<file path="config.mk">
export PLATFORM = sky130hd
export DESIGN_NAME = ex_issue_stage
export DESIGN_NICKNAME = d
export VERILOG_FILES = /design/src/rtl/ex_issue_stage_pkg.sv /design/src/rtl/ex_alu_ctrl.sv /design/src/rtl/ex_issue_stage.sv
export SDC_FILE = /design/constraint.sdc
export NUM_CORES = 1
export LEC_CHECK = 0
export CELL_PAD_IN_SITES_DETAIL_PLACEMENT = 1
export CELL_PAD_IN_SITES_GLOBAL_PLACEMENT = 1
export CORE_MARGIN = 2
export CORE_UTILIZATION = 51
export DETAILED_ROUTE_END_ITERATION = 16
export DONT_BUFFER_PORTS = 1
export HOLD_SLACK_MARGIN = 0.12
export PLACE_DENSITY_LB_ADDON = 0.05
export SETUP_SLACK_MARGIN = 0.1
export SLEW_MARGIN = 20
export SYNTH_ARGS = -nofsm -noshare
export SYNTH_HDL_FRONTEND = slang
export SYNTH_SLANG_ARGS = --single-unit
</file>
<file path="constraint.sdc">
create_clock -name clk -period 2.8 [get_ports clk]
set_clock_uncertainty 0.05 [all_clocks]
set_input_delay 0.14 -clock clk [delete_from_list [all_inputs] [get_ports clk]]
set_output_delay 0.14 -clock clk [all_outputs]
set_load 0.01 [all_outputs]
</file>
<file path="src/rtl/ex_issue_stage_pkg.sv">
// Shared decode constants for the EX issue stage: opcodes, R-type functs,
// ALU op encodings and the default immediate width.
package ex_issue_stage_pkg;

  localparam int IMM_W_DEF = 16;

  localparam logic [5:0] OPC_RTYPE = 6'h00;
  localparam logic [5:0] OPC_BEQ   = 6'h04;
  localparam logic [5:0] OPC_ADDI  = 6'h08;
  localparam logic [5:0] OPC_ANDI  = 6'h0C;
  localparam logic [5:0] OPC_ORI   = 6'h0D;
  localparam logic [5:0] OPC_LW    = 6'h23;
  localparam logic [5:0] OPC_SW    = 6'h2B;

  localparam logic [5:0] FN_ADD = 6'h20;
  localparam logic [5:0] FN_SUB = 6'h22;
  localparam logic [5:0] FN_AND = 6'h24;
  localparam logic [5:0] FN_OR  = 6'h25;
  localparam logic [5:0] FN_SLT = 6'h2A;

  typedef enum logic [2:0] {
    ALU_AND = 3'b000,
    ALU_OR  = 3'b001,
    ALU_ADD = 3'b010,
    ALU_SUB = 3'b110,
    ALU_SLT = 3'b111
  } alu_op_e;

endpackage

</file>
<file path="src/rtl/ex_alu_ctrl.sv">
// Combinational ALU control: opcode/funct -> ALU op, B-operand select and
// illegal flag. Undecodable instructions become a zeroed ADD.
module ex_alu_ctrl
  import ex_issue_stage_pkg::*;
#(
  parameter int WIDTH = 32,
  parameter int IMM_W = IMM_W_DEF
) (
  input  logic [5:0]       opcode_i,
  input  logic [5:0]       funct_i,
  input  logic [WIDTH-1:0] rs_i,
  input  logic [WIDTH-1:0] rt_i,
  input  logic [IMM_W-1:0] imm_i,
  output logic [WIDTH-1:0] a_o,
  output logic [WIDTH-1:0] b_o,
  output logic [2:0]       op_o,
  output logic             illegal_o
);

  logic [WIDTH-1:0] imm_sx, imm_zx;

  assign imm_sx = {{(WIDTH-IMM_W){imm_i[IMM_W-1]}}, imm_i};
  assign imm_zx = {{(WIDTH-IMM_W){1'b0}}, imm_i};

  always_comb begin
    a_o       = rs_i;
    b_o       = rt_i;
    op_o      = ALU_ADD;
    illegal_o = 1'b0;
    unique case (opcode_i)
      OPC_RTYPE: begin
        unique case (funct_i)
          FN_ADD:  op_o = ALU_ADD;
          FN_SUB:  op_o = ALU_SUB;
          FN_AND:  op_o = ALU_AND;
          FN_OR:   op_o = ALU_OR;
          FN_SLT:  op_o = ALU_SLT;
          default: illegal_o = 1'b1;
        endcase
      end
      OPC_ADDI, OPC_LW, OPC_SW: begin
        op_o = ALU_ADD;
        b_o  = imm_sx;
      end
      OPC_ANDI: begin
        op_o = ALU_AND;
        b_o  = imm_zx;
      end
      OPC_ORI: begin
        op_o = ALU_OR;
        b_o  = imm_zx;
      end
      OPC_BEQ: op_o = ALU_SUB;
      default: illegal_o = 1'b1;
    endcase
    // Illegal entries still flow downstream, but as a harmless 0+0.
    if (illegal_o) begin
      a_o  = '0;
      b_o  = '0;
      op_o = ALU_ADD;
    end
  end

endmodule

</file>
<file path="src/rtl/ex_issue_stage.sv">
// ID/EX issue stage: decodes on accept and holds {a,b,op,illegal} for the ALU
// in a main register M backed by a skid register S; in_ready is registered.
module ex_issue_stage
  import ex_issue_stage_pkg::*;
#(
  parameter int WIDTH = 32,
  parameter int IMM_W = IMM_W_DEF
) (
  input  logic             clk,
  input  logic             reset,
  input  logic             in_valid,
  output logic             in_ready,
  input  logic [5:0]       in_opcode,
  input  logic [5:0]       in_funct,
  input  logic [WIDTH-1:0] in_rs_val,
  input  logic [WIDTH-1:0] in_rt_val,
  input  logic [IMM_W-1:0] in_imm,
  input  logic             flush,
  output logic             out_valid,
  input  logic             out_ready,
  output logic [WIDTH-1:0] out_a,
  output logic [WIDTH-1:0] out_b,
  output logic [2:0]       out_op,
  output logic             out_illegal
);

  logic [WIDTH-1:0] dec_a, dec_b;
  logic [2:0]       dec_op;
  logic             dec_ill;

  ex_alu_ctrl #(.WIDTH(WIDTH), .IMM_W(IMM_W)) u_ctrl (
    .opcode_i  (in_opcode),
    .funct_i   (in_funct),
    .rs_i      (in_rs_val),
    .rt_i      (in_rt_val),
    .imm_i     (in_imm),
    .a_o       (dec_a),
    .b_o       (dec_b),
    .op_o      (dec_op),
    .illegal_o (dec_ill)
  );

  logic             m_vld_q, m_vld_d, s_vld_q, s_vld_d, rdy_q, rdy_d;
  logic [WIDTH-1:0] m_a_q, m_a_d, m_b_q, m_b_d, s_a_q, s_a_d, s_b_q, s_b_d;
  logic [2:0]       m_op_q, m_op_d, s_op_q, s_op_d;
  logic             m_ill_q, m_ill_d, s_ill_q, s_ill_d;
  logic             accept, consume;

  assign accept  = in_valid & rdy_q;
  assign consume = m_vld_q & out_ready;

  always_comb begin
    m_vld_d = m_vld_q; m_a_d = m_a_q; m_b_d = m_b_q; m_op_d = m_op_q; m_ill_d = m_ill_q;
    s_vld_d = s_vld_q; s_a_d = s_a_q; s_b_d = s_b_q; s_op_d = s_op_q; s_ill_d = s_ill_q;
    if (flush) begin
      m_vld_d = 1'b0; m_a_d = '0; m_b_d = '0; m_op_d = ALU_AND; m_ill_d = 1'b0;
      s_vld_d = 1'b0;
    end else if (!m_vld_q || consume) begin
      if (s_vld_q) begin
        // S refills M; an arrival now queues behind it to keep order.
        m_vld_d = 1'b1; m_a_d = s_a_q; m_b_d = s_b_q; m_op_d = s_op_q; m_ill_d = s_ill_q;
        s_vld_d = accept;
        if (accept) begin
          s_a_d = dec_a; s_b_d = dec_b; s_op_d = dec_op; s_ill_d = dec_ill;
        end
      end else begin
        m_vld_d = accept;
        if (accept) begin
          m_a_d = dec_a; m_b_d = dec_b; m_op_d = dec_op; m_ill_d = dec_ill;
        end
      end
    end else if (accept) begin
      s_vld_d = 1'b1; s_a_d = dec_a; s_b_d = dec_b; s_op_d = dec_op; s_ill_d = dec_ill;
    end
    rdy_d = !s_vld_d;
  end

  always_ff @(posedge clk) begin
    if (reset) begin
      m_vld_q <= 1'b0; m_a_q <= '0; m_b_q <= '0; m_op_q <= ALU_AND; m_ill_q <= 1'b0;
      s_vld_q <= 1'b0; s_a_q <= '0; s_b_q <= '0; s_op_q <= ALU_AND; s_ill_q <= 1'b0;
      rdy_q   <= 1'b0;
    end else begin
      m_vld_q <= m_vld_d; m_a_q <= m_a_d; m_b_q <= m_b_d; m_op_q <= m_op_d; m_ill_q <= m_ill_d;
      s_vld_q <= s_vld_d; s_a_q <= s_a_d; s_b_q <= s_b_d; s_op_q <= s_op_d; s_ill_q <= s_ill_d;
      rdy_q   <= rdy_d;
    end
  end

  assign in_ready    = rdy_q;
  assign out_valid   = m_vld_q;
  assign out_a       = m_a_q;
  assign out_b       = m_b_q;
  assign out_op      = m_op_q;
  assign out_illegal = m_ill_q;

endmodule
</file>
==> flow_summary.toml <==
[timing]
finalSetupTns_ns = 0
rsz0062_at_grt = "false"
drv_slew = 0
relSlewSlack_pct = 38.5
fin_crit_sh_pct = 91.2
clock.fmax_ghz = 0.392
hold_viol = 0
min_period_ns = 2.55
tightest_slew_ns = 0.920
setup_viol = 0

[yosys]
yosysSeqAreaShare_pct = 44.3
synth_edf_count = 0
synth-seq-cells = 139
postSynthCellCount = 691
async_flop_share_pct = 0
synth.avg_cell_area_um2 = 9.08
syn-num-nets = 788
yosysWarnings = 0
syn_area_um2 = 6270
ys_types = 49
synth-main-ff-cell = "dfxtp_1"

[routing]
firstDrtPassIters = 5
drc = 0
wl_per_cell_um = 24.5
drt-total-wl_mm = 22.3
top_layer = "met4"
drtAntennaViolNets = 0
m1WireLength_mm = 9.16
vias = 6311
drt_iter0_markers = 583
met3WireLength_mm = 1.58
wl_met2_mm = 11.0
viasPerCell = 6.94

[min_path]
hold_depth = 2
hp-start = "reset"
hold_path.class = "primary input to flip-flop"
worstHoldEndpoint = "out_valid$_SDFFE_PP0N_"

[global_route]
grt_pass1_vias = 6660
track_usage_pct = 34.1
antenna_found_initial = 0
grt_first_pass_wirelength_mm = 35.7
grt_max_degree = 54
grt-ovfl-total = 0

[power]
powerDensity_nw_per_um2 = 607
ir_drop_uv = 339
finalPower_w = 0.00484
p_leak_nw = 2.83

[place]
dp.cells = 780
io_buffers = 0
dpl.hpwl_mm = 12.1
globalplace.congestion = 0.814

[critical_path]
path_buf_inv = 4
cp_slowest_cell = "dlygate4sd3_1"
cp_cell_sequence = "dlygate4sd3_1, nor2b_2, dlygate4sd3_1, nand4_1, dlygate4sd3_1, a31oi_1, dlygate4sd3_1"
crit_cells = 7
cp-end-kind = "flip-flop"
rr_worst_depth = 4
worstPathArrival_ns = 2.87
crit_top_cell = "dlygate4sd3_1"
cp_max_fo = 7
reg2reg_setup_slack_ns = 0.26
crit_type = "primary input to flip-flop"
reg2reg_to = "out_b[0]$_SDFFE_PP0P_"
crit_path_start_kind = "primary input"
cp.required_ns = 3.11
cp_top_family = "buffers and inverters"
r2r-start = "s_vld_q$_SDFF_PP0_"
critPathMaxStageDelay_ns = 0.59

[die]
start_util_pct = 52.2
pin_count = 167
die_x_um = 115
coreArea_um2 = 12000
fp.dieH_um = 115
die_area_um2 = 13200
rows = 40

[clock_network]
cts_max_path_buffers = 2
clock-sinks = 139
path_clk_slew_ns = 0.06
clk_latency_ns = 0.42
ctsRootBufferMaster = "clkbuf_16"
cts_tree = "yes"
htreeDepth = 4
cts_buffers = 17
post-cts-setup-buffers = 0

[job]
drv_cap = 0

[finish]
n_antenna_cell = 0
nFillCells = 1277
layout-drive-gt1-share_pct = 8.79
final_cells = 909
final_common_cell = "dfxtp_1"
final_cell_mix = "138 x dfxtp_1, 99 x dlygate4sd3_1, 86 x a21oi_1"
finalNetCount = 848
syn2layout_area_growth_pct = 27.0

[run_status]
status = "completed"
## sequential cells by signal, indices dropped and copies added, names as in the netlist
signal,flops
in_ready,1
out_a,32
out_b,32
out_illegal,1
out_op,3
out_valid,1
s_a_q,32
s_b_q,32
s_ill_q,1
s_op_q,3
s_vld_q,1
## stage by stage
| stage | area (µm²) | util (%) | hold WS (ns) | setup slack (ns) |
|---|---|---|---|---|
| 2_1_floorplan | 6270 | - | 0.223 | 1.00 |
| 3_3_place_gp | 6340 | 52.8 | 0.164 | 0.522 |
| 3_5_place_dp | 6340 | 52.8 | 0.160 | 0.442 |
| 4_1_cts | 7960 | 66.2 | 0.129 | 0.264 |
| 5_1_grt | 7970 | 66.4 | 0.165 | 0.105 |
| 6_report | 7970 | 66.4 | 0.144 | 0.248 |
## cell usage after synthesis, types with 2 or more instances
| master | number | area (µm²) |
|---|---|---|
| mux2i_1 | 17 | 170 |
| nor2_1 | 23 | 86.3 |
| nor3_1 | 2 | 10.0 |
| a32o_1 | 2 | 20.0 |
| nor2b_1 | 3 | 18.8 |
| o21ai_0 | 85 | 425 |
| buf_6 | 3 | 33.8 |
| clkbuf_1 | 58 | 218 |
| o2bb2ai_1 | 32 | 280 |
| a211oi_1 | 16 | 120 |
| buf_1 | 4 | 15.0 |
| a2111oi_1 | 3 | 30.0 |
| a2111oi_0 | 13 | 114 |
| nand4_1 | 2 | 12.5 |
| a22o_1 | 32 | 280 |
| nor4_1 | 2 | 12.5 |
| nand2_1 | 3 | 11.3 |
| o211ai_1 | 2 | 15.0 |
| a31oi_1 | 18 | 113 |
| o2111ai_1 | 50 | 438 |
| a21oi_1 | 86 | 430 |
| inv_1 | 18 | 67.6 |
| nor4bb_1 | 2 | 20.0 |
| a21boi_0 | 17 | 128 |
| nand3_1 | 7 | 35.0 |
| buf_2 | 11 | 55.1 |
| nand2b_1 | 5 | 31.3 |
| dfxtp_1 | 139 | 2780 |
| and2_1 | 16 | 100 |
## cell type report
class | instances | area, µm² | area share (%)
clock buffer | 24 | 522 | 6.55
clock inverter | 6 | 108 | 1.35
inverter | 19 | 71.3 | 0.895
multi-input combinational | 455 | 3150 | 39.5
sequential | 139 | 2780 | 34.9
tap | 147 | 184 | 2.31
timing repair buffer | 119 | 1150 | 14.5
## worst max-delay path by stage
stage / start / endpoint / slack (ns)
5_1_grt: s_vld_q$_SDFF_PP0_ / out_b[0]$_SDFFE_PP0P_ / 0.10
3_3_place_gp: s_vld_q$_SDFF_PP0_ / out_b[4]$_SDFFE_PP0P_ / 0.52
3_5_place_dp: s_vld_q$_SDFF_PP0_ / out_b[14]$_SDFFE_PP0P_ / 0.44
2_1_floorplan: in_opcode[1] / s_b_q[21]$_SDFFE_PP0P_ / 1.00
6_report: in_opcode[1] / s_op_q[0]$_SDFFE_PP0P_ / 0.25
4_1_cts: in_opcode[1] / s_op_q[0]$_SDFFE_PP0P_ / 0.26
## where the power goes
group | internal (W) | switching, W | total [W]
clock | 0.00155 | 0.000834 | 0.00239
combinational | 0.000177 | 0.000237 | 0.000414
sequential | 0.00201 | 0.0000318 | 0.00204
## logic make-up (layout without fill, tap and decap cells)
kind of cell           after synthesis  in the layout  synth area share [%]
AO/OA/AOI/OAI                      365            365                  39.9
buffers and inverters               97            168                  6.62
flip-flops                         139            139                  44.3
multiplexers                        17             17                  2.71
AND/OR/NAND/NOR                     73             73                  6.38
## repair_timing
action,4_1_cts,5_1_grt
endpoints found under the setup margin,0,1
hold buffers,99,0
gates resized for setup,0,1
endpoints found under the hold margin,138,0
## per-layer routing
metal / vias up / track usage (%)
met5: - / 0
met3: 54 / 8.01
met4: 0 / 15.3
li1: 2798 / -
met1: 3189 / 42.8
met2: 270 / 55.8
(Power assumes the default switching activity.)
